===== src/rtl/safe_softmax_max_sub.sv =====
// Row-buffering max-subtraction stage: stores one row of signed scores while
// tracking the row maximum, then replays each score as clamp(x - max) for the exp stage.
module safe_softmax_max_sub #(
    parameter int D_W     = 16,
    parameter int ROW_LEN = 16
) (
    input  logic           I_CLK,
    input  logic           I_RST_N,
    input  logic           I_VALID,
    output logic           O_READY,
    input  logic [D_W-1:0] I_DATA,
    output logic           O_VALID,
    input  logic           I_READY,
    output logic [D_W-1:0] O_DATA,
    output logic           O_LAST
);

    localparam int ADDR_W = $clog2(ROW_LEN);
    localparam int CNT_W  = ADDR_W + 1;

    localparam logic [ADDR_W-1:0] WR_LAST = ADDR_W'(ROW_LEN - 1);
    localparam logic [CNT_W-1:0]  RD_LAST = CNT_W'(ROW_LEN - 1);
    localparam logic [CNT_W-1:0]  RD_END  = CNT_W'(ROW_LEN);

    // Most negative emitted value is -(2^(D_W-1)-1); the all-ones-MSB code is never produced.
    localparam logic signed [D_W:0] CLAMP_MIN_W = {2'b11, {(D_W-2){1'b0}}, 1'b1};
    localparam logic [D_W-1:0]      CLAMP_MIN_D = {1'b1, {(D_W-2){1'b0}}, 1'b1};

    typedef enum logic {
        S_LOAD  = 1'b0,
        S_DRAIN = 1'b1
    } state_t;

    state_t              state_q, state_d;
    logic [ADDR_W-1:0]   wr_cnt_q, wr_cnt_d;
    logic [CNT_W-1:0]    rd_cnt_q, rd_cnt_d;
    logic [D_W-1:0]      max_q, max_d;
    logic                o_valid_q, o_valid_d;
    logic [D_W-1:0]      o_data_q, o_data_d;
    logic                o_last_q, o_last_d;
    logic                wr_en_s;
    logic                accept_s;
    logic [D_W-1:0]      row_mem_q [ROW_LEN];

    function automatic logic [D_W-1:0] sub_clamp(input logic [D_W-1:0] x,
                                                 input logic [D_W-1:0] m);
        logic signed [D_W:0] diff;
        diff = $signed({x[D_W-1], x}) - $signed({m[D_W-1], m});
        if (diff < CLAMP_MIN_W) begin
            sub_clamp = CLAMP_MIN_D;
        end else begin
            sub_clamp = diff[D_W-1:0];
        end
    endfunction

    assign O_READY  = (state_q == S_LOAD) && I_RST_N;
    assign accept_s = I_VALID && O_READY;
    assign O_VALID  = o_valid_q;
    assign O_DATA   = o_data_q;
    assign O_LAST   = o_last_q;

    // Next-state logic for the load/drain FSM, counters, running max and output register.
    always_comb begin
        state_d   = state_q;
        wr_cnt_d  = wr_cnt_q;
        rd_cnt_d  = rd_cnt_q;
        max_d     = max_q;
        o_valid_d = o_valid_q;
        o_data_d  = o_data_q;
        o_last_d  = o_last_q;
        wr_en_s   = 1'b0;
        case (state_q)
            S_LOAD: begin
                if (accept_s) begin
                    wr_en_s = 1'b1;
                    // First element seeds the max so the previous row's max never leaks in.
                    if (wr_cnt_q == '0) begin
                        max_d = I_DATA;
                    end else if ($signed(I_DATA) > $signed(max_q)) begin
                        max_d = I_DATA;
                    end else begin
                        max_d = max_q;
                    end
                    if (wr_cnt_q == WR_LAST) begin
                        wr_cnt_d = '0;
                        state_d  = S_DRAIN;
                    end else begin
                        wr_cnt_d = wr_cnt_q + ADDR_W'(1);
                    end
                end else begin
                    wr_en_s = 1'b0;
                end
            end
            S_DRAIN: begin
                if (o_valid_q && I_READY && o_last_q) begin
                    o_valid_d = 1'b0;
                    rd_cnt_d  = '0;
                    state_d   = S_LOAD;
                end else if ((!o_valid_q || I_READY) && (rd_cnt_q < RD_END)) begin
                    o_valid_d = 1'b1;
                    o_data_d  = sub_clamp(row_mem_q[rd_cnt_q[ADDR_W-1:0]], max_q);
                    o_last_d  = (rd_cnt_q == RD_LAST);
                    rd_cnt_d  = rd_cnt_q + CNT_W'(1);
                end else begin
                    o_valid_d = o_valid_q;
                end
            end
            default: begin
                state_d = S_LOAD;
            end
        endcase
    end

    // Control and output registers with synchronous active-low reset.
    always_ff @(posedge I_CLK) begin
        if (!I_RST_N) begin
            state_q   <= S_LOAD;
            wr_cnt_q  <= '0;
            rd_cnt_q  <= '0;
            max_q     <= '0;
            o_valid_q <= 1'b0;
            o_data_q  <= '0;
            o_last_q  <= 1'b0;
        end else begin
            state_q   <= state_d;
            wr_cnt_q  <= wr_cnt_d;
            rd_cnt_q  <= rd_cnt_d;
            max_q     <= max_d;
            o_valid_q <= o_valid_d;
            o_data_q  <= o_data_d;
            o_last_q  <= o_last_d;
        end
    end

    // Row buffer; contents are deliberately left unreset.
    always_ff @(posedge I_CLK) begin
        if (wr_en_s) begin
            row_mem_q[wr_cnt_q] <= I_DATA;
        end
    end

endmodule

===== config.mk =====
export PLATFORM = sky130hd
export DESIGN_NAME = safe_softmax_max_sub
export DESIGN_NICKNAME = d
export VERILOG_FILES = /design/src/rtl/safe_softmax_max_sub.sv
export SDC_FILE = /design/constraint.sdc
export NUM_CORES = 1
export LEC_CHECK = 0
export ABC_AREA = 1
export BUFFER_PORTS_ARGS = -buffer_cell sky130_fd_sc_hd__buf_2
export CAP_MARGIN = 30
export CORE_MARGIN = 3
export CORE_UTILIZATION = 55
export DETAILED_ROUTE_END_ITERATION = 6
export PLACE_DENSITY = 0.72
export SLEW_MARGIN = 20
export SYNTH_ARGS = -nofsm -noshare
export SYNTH_HDL_FRONTEND = slang
export SYNTH_SLANG_ARGS = --single-unit

===== constraint.sdc =====
create_clock -name I_CLK -period 5 [get_ports I_CLK]
set_input_delay 0.25 -clock I_CLK [delete_from_list [all_inputs] [get_ports I_CLK]]
set_output_delay 0.25 -clock I_CLK [all_outputs]
set_load 0.03 [all_outputs]

==> impl_results.md <==
* Min-Delay Path Class: in -> reg
* Crit path max-delay family: simple AND/OR/NAND/NOR gates
* Root Buffer: clkbuf_16
* I/O pin count at 39
* Clk buf depth at 3
* Mapped Nets at 1261
* Final setup vio count at 0
* DR WL/cell at 20.23 µm
* RSZ-0062 raised after global routing: false
* Count of input and output buffers at 38
* Starting Density at 56.99%
* Postcts setup bufs at 0
* Die ar. at 26680 µm²
* DRT iter0 DRCs at 894
* Drt total wl at 32120 µm
* Critical Path Start Type: flop
* Finished Cell Area at 15200 µm²
* Hold Buf Count CTS at 0
* Psw at 1.229 mW
* Crit end category: flop
* Post-cts resize count at 0
* Commonest non-fill, non-tap cell in the layout: edfxtp_1
* CP Class: reg -> reg
* Crit path buf inv count at 1
* FMAX at 0.2647 GHz
* Internal at 4.171 mW
* Worst EP required at 5.43 ns
* Layout area overhead at 11.65%
* Least-Margin Pin Slew at 0.7199 ns
* P_leak at 5.480 nW
* Post-synthesis cell count at 1202
* Share of the synthesized area in the top cell type at 56.46%
* Skew-Pair Late Insertion Delay at 0.56 ns
* CP cell instances: buf_4 > mux2i_1 > o21ai_0 > o211ai_1 > nand2_1 > ha_1 > nand2_1 > nor2_1 > nand2_2 > nand2_2 > nand2_2 > nand2_2 > nand2_1 > nand2_1 > nand2_1 > nor2_1 > nand2_1 > nand2_2 > nand2_4 > nand2_1 > a21oi_1
* H-tree depth at 1
* Fin. max-slew vios at 0
* Combinational group share of total power at 7.9%
* CTS tree: yes
* Diode count at 0
* Yosys top cell by area: edfxtp_1
* First-pass DRT Iterations at 5
* Aggregate global-route resource usage at 24.59%
* Power share of the clock group at 40.6%
* Hpwl dp at 19830 µm
* Placer congestion estimate at 0.9195
* Die span in y at 163.3 µm
* Cell Area, Synth at 13620 µm²
* Seq pwr share at 51.5%
* Critical-path maximum fanout at 56
* Max cap viols at 0
* Final Hold Fails at 0
* Part of the Yosys area used for sequential elements at 63.52%
* Vias in the first global route at 8915
* Core Region at 23890 µm²
* Peak VDD IR at 0.0002953 V
* Num Clock Sinks at 304
* Via-to-Cell Ratio at 5.703
* Fillers at 1864
* Remaining DRCs at 0
* Ys Warns at 0
* Status: complete, no violations
* Mean post-synth cell area at 11.33 µm²
* Most used cell, CP: nand2_1
* Critical Path AT at 4.20 ns
* DP Area at 14210 µm²
* Die Wd at 163.3 µm
* Setup Skew at 0.02106 ns
* Most frequent cells in the layout: 256 x edfxtp_1, 151 x nand2_1, 129 x inv_1
* Clock transition at path regs at 0.06 ns
* P per Cell Area at 355.2 nW/µm²
* Fin nets at 1304
* Via count at 9056
* Post-route clock period utilization at 75.55%
* Largest net degree at the start of global routing at 65
* Grt total ovfl at 0
* First-pass GRT wire length at 49960 µm
* Cell variety after synth at 38
* Max incr delay on CP at 0.78 ns
* Seq cells post-synth at 304
* TritonCTS Buffers at 31
* Clock period minus final worst setup slack at 3.777 ns
* Slew HR at 52.01%
* CP max stage cell: dfxtp_4
* Initial antenna violation count at 0
* Post-DRT Antenna Nets at 0
* Net Sw Frac at 22.76%
* Top cells by area, synth: edfxtp_1 56%, dfxtp_1 7.1%, mux2i_1 4.7%, a21oi_1 4.4%, nand2_1 4.2%
* Fraction of layout cells with a size suffix above 1 at 13.48%
* Row Count at 56
* Setup_tns at 0 ns
layout make-up:
type | instances | area, µm² | share of cell area, %
clock buffer | 41 | 823.3 | 5.416
timing repair buffer | 67 | 452.9 | 2.979
tap | 319 | 399.1 | 2.626
sequential | 304 | 8655 | 56.93
multi-input combinational | 706 | 4225 | 27.79
clock inverter | 16 | 140.1 | 0.9218
inverter | 135 | 506.7 | 3.333
final timing paths:
path	start	endpoint	slack (ns)	cells after the start
min reg2reg	O_DATA[10]	O_DATA[10]	0.47	2
min	I_DATA[11]	row_mem_q[9][11]	0.09	1
max reg2reg	flop	O_DATA[3]	1.22	21
max	flop	O_DATA[3]	1.22	21
cells in the mapped netlist:
cell type / n
o21a_1: 1
a21oi_4: 2
nor2_1: 69
nor2_2: 1
nand2_1: 151
a31oi_1: 1
nand2_4: 1
nand3_2: 1
a21oi_2: 11
o31ai_1: 1
xor2_1: 1
inv_1: 129
ha_1: 38
clkinv_1: 1
edfxtp_1: 256
dlygate4sd1_1: 1
clkbuf_8: 1
o211ai_1: 65
fa_1: 1
clkbuf_1: 35
nand3b_1: 6
inv_2: 5
nand2_2: 19
nand4_1: 3
nand3_1: 42
xor2_2: 1
o21bai_1: 1
o21ai_0: 98
dfxtp_1: 48
buf_1: 3
buf_12: 1
a21oi_1: 120
nor4_1: 2
nor3_1: 5
o22ai_1: 1
mux2i_1: 64
buf_2: 15
dlymetal6s2s_1: 1
layer usage:
metal | global-route usage (%) | part of all wire (%)
met4 | 7.728 | 3.2
met2 | 40.32 | 47
met5 | 0 | 0
met3 | 4.489 | 7.7
met1 | 33.68 | 42
kinds of logic (layout without fill, tap and decap cells):
| logic type | after synthesis | in the layout | synth area share, % |
|---|---|---|---|
| mux | 64 | 64 | 4.705 |
| compound gates | 301 | 301 | 12.80 |
| fa+ha+maj | 39 | 39 | 3.639 |
| xor+xnor | 2 | 2 | 0.1838 |
| buf+inv | 192 | 259 | 5.725 |
| simple gates | 300 | 300 | 9.428 |
| flops | 304 | 304 | 63.52 |
sequential cells by signal, summed over array words and instances (netlist names), named ones only:
register   count
O_LAST         1
state_q        1
wr_cnt_q       4
max_q         16
O_DATA        16
O_VALID        1
rd_cnt_q       5
row_mem_q    256
power groups by stage:
| stage | sequential, mW | clock, mW | combinational [mW] |
|---|---|---|---|
| after global routing | 2.78 | 2.33 | 0.487 |
| after CTS | 2.78 | 2.23 | 0.421 |
| after global placement | 2.83 | 0 | 0.412 |
| final | 2.78 | 2.19 | 0.428 |
| after detailed placement | 2.83 | 0 | 0.419 |
| after floorplan | 2.83 | 0 | 0.304 |
worst register-to-register path, cell delays in order, from the launching register on:
cell and delay [ns]:
dfxtp_4 0.78, buf_4 0.42, mux2i_1 0.24, o21ai_0 0.10, o211ai_1 0.18, nand2_1 0.17
ha_1 0.44, nand2_1 0.10, nor2_1 0.14, nand2_2 0.08, nand2_2 0.07, nand2_2 0.06
nand2_2 0.09, nand2_1 0.06, nand2_1 0.09, nand2_1 0.06, nor2_1 0.11, nand2_1 0.07
nand2_2 0.07, nand2_4 0.14, nand2_1 0.11, a21oi_1 0.07
metrics by stage:
stage	hold WS [ns]	util (%)	setup slack (ns)	instances	total power, mW
after global routing	0.08656	63.63	0.8117	1588	5.596
after detailed placement	0.4613	59.48	1.201	1530	3.253
after floorplan	0.3489	-	1.833	1202	3.138
after global placement	0.4598	59.48	1.238	1530	3.245
final	0.09394	63.63	1.223	1588	5.399
after CTS	0.07009	63.51	1.212	1587	5.428
No activity file was read; power rests on OpenSTA's default activity.
